### src/rtl/pwm_pkg.sv
// Shared types and constants for the PWM fader and its helpers.
package pwm_pkg;

    typedef enum logic [2:0] {
        ST_IDLE      = 3'd0,
        ST_RISE      = 3'd1,
        ST_HOLD_HIGH = 3'd2,
        ST_FALL      = 3'd3,
        ST_HOLD_LOW  = 3'd4
    } state_e;

    // Full-scale duty value (100%) for a given counter resolution.
    function automatic int unsigned full_scale(input int unsigned resolution);
        return 32'd1 << resolution;
    endfunction

endpackage

### src/rtl/pwm_cycle_prescaler.sv
// Counts PWM cycle-end ticks and flags the tick on which the count reaches the limit.
module pwm_cycle_prescaler #(
    parameter int unsigned WIDTH = 8
) (
    input  logic             i_clk,
    input  logic             i_rst,
    input  logic             i_clear,
    input  logic             i_tick,
    input  logic [WIDTH-1:0] i_limit,
    output logic             o_match_c
);

    logic [WIDTH-1:0] count;

    assign o_match_c = i_tick && (count == i_limit);

    // Equality compare only: a limit lowered below the count wraps through zero.
    always_ff @(posedge i_clk or posedge i_rst) begin
        if (i_rst) begin
            count <= '0;
        end else if (i_clear || o_match_c) begin
            count <= '0;
        end else if (i_tick) begin
            count <= count + WIDTH'(1);
        end
    end

endmodule

### src/rtl/pwm_fader.sv
// Breathing-envelope driver: rewrites the PWM generator's compare value in a
// rise/hold/fall/hold triangle, paced by the generator's cycle-end pulse.
module pwm_fader
    import pwm_pkg::*;
#(
    parameter int unsigned RESOLUTION     = 8,
    parameter int unsigned PRESCALE_WIDTH = 8
) (
    input  logic                      i_clk,
    input  logic                      i_rst,
    input  logic                      i_enable,
    input  logic                      i_cycle_end,
    input  logic [RESOLUTION-1:0]     i_step,
    input  logic [PRESCALE_WIDTH-1:0] i_cycles_per_step,
    input  logic [PRESCALE_WIDTH-1:0] i_hold_cycles,
    output logic [RESOLUTION-1:0]     o_top,
    output logic                      o_top_valid,
    output logic [RESOLUTION:0]       o_compare,
    output logic                      o_compare_valid,
    output logic [2:0]                o_state
);

    localparam int unsigned SUM_W = RESOLUTION + 2;
    localparam logic [SUM_W-1:0]    FULL_SUM = SUM_W'(full_scale(RESOLUTION));
    localparam logic [RESOLUTION:0] FULL_CMP = (RESOLUTION + 1)'(full_scale(RESOLUTION));

    state_e             state;
    logic               top_fired;
    logic               ramping_c;
    logic               holding_c;
    logic               disable_c;
    logic               step_match_c;
    logic               hold_match_c;
    logic [SUM_W-1:0]   rise_sum_c;
    logic [RESOLUTION:0] step_ext_c;

    assign o_top   = '1;
    assign o_state = state;

    assign ramping_c  = (state == ST_RISE) || (state == ST_FALL);
    assign holding_c  = (state == ST_HOLD_HIGH) || (state == ST_HOLD_LOW);
    assign disable_c  = !i_enable && (state != ST_IDLE);
    assign rise_sum_c = SUM_W'(o_compare) + SUM_W'(i_step);
    assign step_ext_c = (RESOLUTION + 1)'(i_step);

    // Each counter is held clear outside the states that use it, so every entry starts at zero.
    pwm_cycle_prescaler #(.WIDTH(PRESCALE_WIDTH)) u_step_prescaler (
        .i_clk     (i_clk),
        .i_rst     (i_rst),
        .i_clear   (!ramping_c || disable_c),
        .i_tick    (i_cycle_end && ramping_c && i_enable),
        .i_limit   (i_cycles_per_step),
        .o_match_c (step_match_c)
    );

    pwm_cycle_prescaler #(.WIDTH(PRESCALE_WIDTH)) u_hold_prescaler (
        .i_clk     (i_clk),
        .i_rst     (i_rst),
        .i_clear   (!holding_c || disable_c),
        .i_tick    (i_cycle_end && holding_c && i_enable),
        .i_limit   (i_hold_cycles),
        .o_match_c (hold_match_c)
    );

    always_ff @(posedge i_clk or posedge i_rst) begin
        if (i_rst) begin
            state           <= ST_IDLE;
            o_compare       <= '0;
            o_compare_valid <= 1'b0;
            o_top_valid     <= 1'b0;
            top_fired       <= 1'b0;
        end else begin
            o_compare_valid <= 1'b0;
            o_top_valid     <= !top_fired;
            top_fired       <= 1'b1;

            // Disable parks at 0% immediately and outranks a coincident cycle end.
            if (disable_c) begin
                state           <= ST_IDLE;
                o_compare       <= '0;
                o_compare_valid <= 1'b1;
            end else begin
                case (state)
                    ST_IDLE: begin
                        if (i_enable) state <= ST_RISE;
                    end
                    ST_RISE: begin
                        if (step_match_c) begin
                            o_compare_valid <= 1'b1;
                            if (rise_sum_c >= FULL_SUM) begin
                                o_compare <= FULL_CMP;
                                state     <= ST_HOLD_HIGH;
                            end else begin
                                o_compare <= rise_sum_c[RESOLUTION:0];
                            end
                        end
                    end
                    ST_FALL: begin
                        if (step_match_c) begin
                            o_compare_valid <= 1'b1;
                            if (o_compare <= step_ext_c) begin
                                o_compare <= '0;
                                state     <= ST_HOLD_LOW;
                            end else begin
                                o_compare <= o_compare - step_ext_c;
                            end
                        end
                    end
                    ST_HOLD_HIGH: begin
                        if (hold_match_c) state <= ST_FALL;
                    end
                    ST_HOLD_LOW: begin
                        if (hold_match_c) state <= ST_RISE;
                    end
                    default: state <= ST_IDLE;
                endcase
            end
        end
    end

endmodule

### config.mk
export PLATFORM = sky130hd
export DESIGN_NAME = pwm_fader
export DESIGN_NICKNAME = d
export VERILOG_FILES = /design/src/rtl/pwm_pkg.sv /design/src/rtl/pwm_cycle_prescaler.sv /design/src/rtl/pwm_fader.sv
export SDC_FILE = /design/constraint.sdc
export NUM_CORES = 1
export LEC_CHECK = 0
export CELL_PAD_IN_SITES_DETAIL_PLACEMENT = 1
export CELL_PAD_IN_SITES_GLOBAL_PLACEMENT = 1
export CORE_UTILIZATION = 44
export CTS_BUF_LIST = sky130_fd_sc_hd__clkbuf_8
export DETAILED_ROUTE_END_ITERATION = 8
export PLACE_DENSITY = 0.92
export SETUP_SLACK_MARGIN = 0.3
export SYNTH_ARGS = -nofsm -noshare
export SYNTH_HDL_FRONTEND = slang
export SYNTH_SLANG_ARGS = --single-unit
export TNS_END_PERCENT = 20
### constraint.sdc
create_clock -name i_clk -period 3.6 [get_ports i_clk]
set_input_delay 0.9 -clock i_clk [delete_from_list [all_inputs] [get_ports i_clk]]
set_output_delay 0.9 -clock i_clk [all_outputs]
set_load 0.05 [all_outputs]
==> key figures, run 1 <==
Timing
  – Worst hold margin: 0.4053 ns
  – Max frequency: 0.3091 GHz
  – Skew final: 0.008479 ns
  – Final hold vios: 0
  – Slew Viols, Final: 0
  – RSZ-0062 raised after global routing: true
  – Tmin final: 3.235 ns
  – Slew Limit Headroom: 49.73%
  – Sum Neg Setup Slack: 0 ns
  – Least-Margin Pin Slew: 0.7506 ns
  – Period utilization: 89.85%
  – Final setup viols: 0

Route
  – Vias per inst: 5.714
  – Total wire length: 7278 um
  – Vias: 2417
  – Routed WL per cell: 17.21 um
  – Drt pass-1 iters: 4
  – DRC violations left: 0
  – Routed Antenna Nets: 0
  – Initial DRC count: 155

Worst setup path
  – CP Launch Type: input port
  – R2R Setup Slk: 1.06 ns
  – Critical path data required time: 3.77 ns
  – Crit path arrival time: 3.41 ns
  – Crit Path Max Fanout: 7
  – Worst reg2reg path endpoint: o_compare[6]
  – R2R depth: 11
  – Worst setup path class: in -> reg
  – CP Capture Type: flop
  – Reg2Reg Launch Point: o_compare[0]

Worst hold path
  – Hold EP: o_top_valid
  – WHS Path Cells: 1
  – HP Class: reg -> reg
  – Hold_sp: top_fired

Clock network
  – Clock Latency Late Sink: 0.30 ns
  – Worst-path clk slew: 0.06 ns
  – Post CTS Setup Buffer Count: 0
  – CTS tree: done
  – Post_cts resized: 0
  – CTS max path bufs: 2
  – CTS Hold Bufs: 0
  – H-tree Lvls: 2
  – Sink Count: 31
  – TritonCTS Buffers: 5
  – CTS root buf: clkbuf_8

Run
  – Number of max-cap violations: 0

Floorplan
  – Die Ht: 78.78 um
  – Num ports: 50
  – Die area: 0.006206 mm2
  – Die Width: 78.78 um
  – Core ar.: 0.005608 mm2
  – Starting Density: 46.25%
  – Number of cell rows: 27

Logic synthesis
  – Post-synth ARST share: 100.0%
  – Post-synth top area cell: dfrtp_1
  – Area contributors post-synth: dfrtp_1, ha_1, xor2_1, nor2_1, xnor2_1
  – Syn. warnings: 0
  – Yosys reg bits: 31
  – Prevailing post-synth register cell: dfrtp_1
  – Synthesized area per cell: 8.675 um2
  – Post-synth EDFFs: 0
  – Synth cell types: 63
  – Yosys top cell area share: 29.91%
  – Syn Inst Count: 299
  – Syn Std Cell Area: 0.002594 mm2
  – Sequential share of the synthesized area: 29.91%

GRT
  – Total track usage: 25.04%
  – Initial antenna violation count: 0
  – First-pass GRT wire length: 12190 um
  – Total grt overflow: 0
  – Pin count of the biggest net entering global routing: 32
  – Vias in the first global route: 2490

Cells and area
  – Core Util, Final: 57.63%
  – Ratio of cells with drive above 1 in the final layout: 8.832%
  – Commonest non-fill, non-tap cells in the layout: clkdlybuf4s50_1, dfrtp_1, nor2_1, xor2_1, inv_1
  – Final nets: 398
  – Most common cell after layout, fill and taps aside: clkdlybuf4s50_1
  – N_diodes: 0
  – Area Overhead vs Synth: 24.60%
  – Area of the multi-input gates: 0.001690 mm2
  – Fill count: 677
  – Sequential Area: 775.7 um2

Pwr
  – PD cells: 348.0 mW/mm2
  – Static Leak: 1.456 nW
  – Peak supply drop: 0.2472 mV

Run status
  – Status: complete, no violations

Placed design
  – Port Buffers: 41
  – GPL Wtd Cong: 0.8625
  – DP HPWL: 5456 um
critical path: stages:
cell and delay [ns]:
clkdlybuf4s50_1 0.55, inv_1 0.11, ha_1 0.35, nor2b_1 0.16, o21a_1 0.24, nor3_2 0.37, nor3_1 0.11, buf_4 0.18
a22o_1 0.18, a311o_1 0.26
metrics by stage:
stage	worst slack, ns	power, mW	cells	area, um2
2_1_floorplan	0.7929	0.6596	307	2624
3_3_place_gp	0.09397	0.7978	415	3115
3_5_place_dp	0.01821	0.8120	415	3115
4_1_cts	0.3010	1.122	423	3216
5_1_grt	0.2534	1.173	423	3232
6_report	0.3653	1.125	423	3232
area by class of cell:
class	count	area share [%]
Timing Repair Buffer	52	15.25
Multi-Input combinational cell	238	52.30
Inverter	22	2.555
Tap cell	72	2.787
Clock inverter	1	0.1161
Clock buffer	7	2.981
Sequential cell	31	24.00
report_power, final:
| group | total [mW] | switching (mW) | leakage (nW) | internal (mW) |
|---|---|---|---|---|
| logic | 0.420 | 0.260 | 0.979 | 0.160 |
| registers | 0.397 | 0.0276 | 0.421 | 0.369 |
| clock network | 0.308 | 0.137 | 0.0557 | 0.172 |
state kept, by name (all words and copies together), names as in the netlist:
register                count
u_hold_prescaler.count      8
o_top_valid                 1
top_fired                   1
o_compare_valid             1
o_state                     3
u_step_prescaler.count      8
o_compare                   9
cell usage after synthesis, drive strengths merged (3+ instances only):
library cell / number
dfrtp: 31
nor2: 28
xor2: 24
inv: 22
nand2: 21
ha: 18
nand3: 14
nor3: 11
a21oi: 10
xnor2: 10
buf: 9
o21ai: 9
clkbuf: 7
nand4: 6
and2: 5
o21bai: 5
a21o: 4
nor2b: 4
nor4: 4
o211ai: 4
a211oi: 3
and3: 3
o31ai: 3
layer usage:
layer / GRT usage, % / share of wire [%] / vias to the layer above
met5: 0 / 0 / -
met4: 7.593 / 1.5 / 0
met3: 3.218 / 3.5 / 11
met2: 43.48 / 50 / 57
met1: 32.16 / 45 / 1199
li1: - / - / 1150
worst max-delay path by stage:
stage | start | end | slack (ns)
floorplan | i_step[0] | o_compare[4] | 0.79
global placement | i_step[7] | o_compare[4] | 0.09
detailed placement | i_step[7] | o_compare[4] | 0.02
CTS | i_step[1] | o_compare[4] | 0.30
global route | i_step[4] | o_compare[8] | 0.25
finish | i_step[1] | o_compare[4] | 0.37
logic make-up after synthesis:
logic type | synth area share (%)
flip-flops | 29.91
adder cells (fa/ha/maj) | 10.61
XOR/XNOR | 11.48
other | 0.1446
AO/OA/AOI/OAI | 16.79
buffers and inverters | 6.705
AND/OR/NAND/NOR | 24.36
No activity file was read; power rests on OpenSTA's default activity.
==> run 2: changes to the inputs <==
--- a/config.mk
+++ b/config.mk
@@ -12,6 +12,7 @@
 export DETAILED_ROUTE_END_ITERATION = 8
 export PLACE_DENSITY = 0.92
 export SETUP_SLACK_MARGIN = 0.3
+export SLEW_MARGIN = 15
 export SYNTH_ARGS = -nofsm -noshare
 export SYNTH_HDL_FRONTEND = slang
 export SYNTH_SLANG_ARGS = --single-unit
==> results of run 2 <==
Final layout, timing and power as in run 1 (identical DEF).
==> run 3: changes to the inputs <==
--- a/config.mk
+++ b/config.mk
@@ -7,10 +7,10 @@
 export LEC_CHECK = 0
 export CELL_PAD_IN_SITES_DETAIL_PLACEMENT = 1
 export CELL_PAD_IN_SITES_GLOBAL_PLACEMENT = 1
-export CORE_UTILIZATION = 44
+export CORE_UTILIZATION = 35
 export CTS_BUF_LIST = sky130_fd_sc_hd__clkbuf_8
 export DETAILED_ROUTE_END_ITERATION = 8
-export PLACE_DENSITY = 0.92
+export PLACE_DENSITY = 0.76
 export SETUP_SLACK_MARGIN = 0.3
 export SLEW_MARGIN = 15
 export SYNTH_ARGS = -nofsm -noshare
==> key figures, run 3 (synthesis results as in run 1) <==
Run status
  – Status: complete, no violations

Pwr
  – Peak supply drop: 0.1443 mV
  – PD cells: 340.7 mW/mm2
  – Static Leak: 1.464 nW

Timing
  – RSZ-0062 raised after global routing: true
  – Final setup viols: 0
  – Tmin final: 3.138 ns
  – Final hold vios: 0
  – Slew Limit Headroom: 64.42%
  – Sum Neg Setup Slack: 0 ns
  – Worst setup margin: 0.4620 ns
  – Slew Viols, Final: 0
  – Max frequency: 0.3187 GHz
  – Skew final: 0.01111 ns
  – Period utilization: 87.17%
  – Least-Margin Pin Slew: 0.5331 ns

Worst setup path
  – Worst setup path class: in -> reg
  – Critical path data required time: 3.83 ns
  – Worst reg2reg path endpoint: o_compare[8]
  – Reg2Reg Launch Point: o_compare[0]
  – CP Launch Type: input port
  – R2R Setup Slk: 1.04 ns
  – Crit path arrival time: 3.37 ns
  – CP Capture Type: flop
  – Crit Path Max Fanout: 8
  – R2R depth: 10

Clock network
  – Sink Count: 31
  – CTS root buf: clkbuf_8
  – Clock Latency Late Sink: 0.29 ns
  – CTS Hold Bufs: 0
  – H-tree Lvls: 2
  – Worst-path clk slew: 0.07 ns
  – CTS tree: done
  – CTS max path bufs: 2
  – Post CTS Setup Buffer Count: 0
  – TritonCTS Buffers: 5

Worst hold path
  – HP Class: reg -> reg
  – WHS Path Cells: 1
  – Hold EP: o_top_valid
  – Hold_sp: top_fired

Floorplan
  – Core ar.: 0.007214 mm2
  – Die Width: 88.09 um
  – Die area: 0.007759 mm2
  – Number of cell rows: 31
  – Num ports: 50
  – Starting Density: 35.95%
  – Die Ht: 88.09 um

Route
  – Total wire length: 6898 um
  – Drt pass-1 iters: 4
  – Initial DRC count: 71
  – Routed WL per cell: 15.23 um
  – Routed Antenna Nets: 0
  – Vias: 2369
  – Vias per inst: 5.230
  – DRC violations left: 0

Placed design
  – GPL Wtd Cong: 0.7943
  – DP HPWL: 5525 um
  – Port Buffers: 41
  – Pre-CTS setup slack: 0.01976 ns
  – Post-Place Cells: 445

Cells and area
  – Ratio of cells with drive above 1 in the final layout: 9.887%
  – Number of flip-flops in the largest register: 9
  – Biggest register: o_compare
  – Commonest non-fill, non-tap cells in the layout: clkdlybuf4s50_1, dfrtp_1, nor2_1, xor2_1, inv_1
  – Core Util, Final: 45.49%
  – Final nets: 401
  – Most common cell after layout, fill and taps aside: clkdlybuf4s50_1
  – Area Overhead vs Synth: 26.53%
  – Largest regs: o_compare: 9 flops, u_hold_prescaler.count: 8 flops, u_step_prescaler.count: 8 flops
  – N_diodes: 0
  – Final Non-Filler Cells: 453
  – Fill count: 882

GRT
  – Vias in the first global route: 2339
  – First-pass GRT wire length: 11450 um
  – Total track usage: 19.38%
  – Pin count of the biggest net entering global routing: 20
  – Initial antenna violation count: 0
  – Total grt overflow: 0

Run
  – Number of max-cap violations: 0
-- run 3: cell types whose count changed in the layout (fill, tap and decap cells not counted), sizes merged --
cell  change
buf       +3
-- run 3: worst max path at each step --
stage	startpoint	end
floorplan	i_step[0]	o_compare[4]
global placement	i_step[7]	o_compare[4]
detailed placement	i_step[7]	o_compare[4]
CTS	i_step[7]	o_compare[4]
global route	i_step[4]	o_compare[0]
finish	i_step[4]	o_compare[8]
-- run 3: layer usage --
metal / up-vias / routed length (um) / part of all wire [%] / global-route usage (%)
met4: 0 / 94 / 1.4 / 5.865
met3: 9 / 205 / 3.0 / 2.922
met2: 37 / 3204 / 46 / 31.85
li1: 1165 / - / - / -
met1: 1158 / 3393 / 49 / 26.32
met5: - / 0 / 0 / 0
-- run 3: through the flow --
step / hold slack (ns) / instance area [um2] / power, mW
finish: 0.3810 / 3282 / 1.118
floorplan: 0.3702 / 2624 / 0.6596
global route: 0.4169 / 3282 / 1.184
global placement: 0.3701 / 3172 / 0.8097
detailed placement: 0.3756 / 3172 / 0.8197
CTS: 0.3841 / 3272 / 1.132
-- run 3: worst max-delay path: stages --
cell	delay, ns
clkdlybuf4s50_1	0.49
inv_1	0.05
ha_1	0.41
inv_1	0.15
o21bai_1	0.37
nor3_2	0.12
or4_4	0.53
o32ai_2	0.22
a21o_1	0.11
-- run 3: power by group --
part | internal, mW | switching (mW)
combinational | 0.165 | 0.250
sequential | 0.369 | 0.0280
clock | 0.172 | 0.135
-- run 3: cell type report --
type                    count  area (um2)  area share (%)
multi-input cells         238        1684           51.32
clock buffers               7       96.34           2.936
clock inverters             1       3.754          0.1144
flip-flops and latches     31       775.7           23.64
inverters                  22       82.58           2.516
repair buffers             55       515.5           15.71
well taps                  99       123.9           3.774
-- run 3: repair_timing --
item                       in CTS  in global routing
hold endpoints to repair        0                  0
gates resized for setup         0                  3
setup endpoints to repair       0                  8
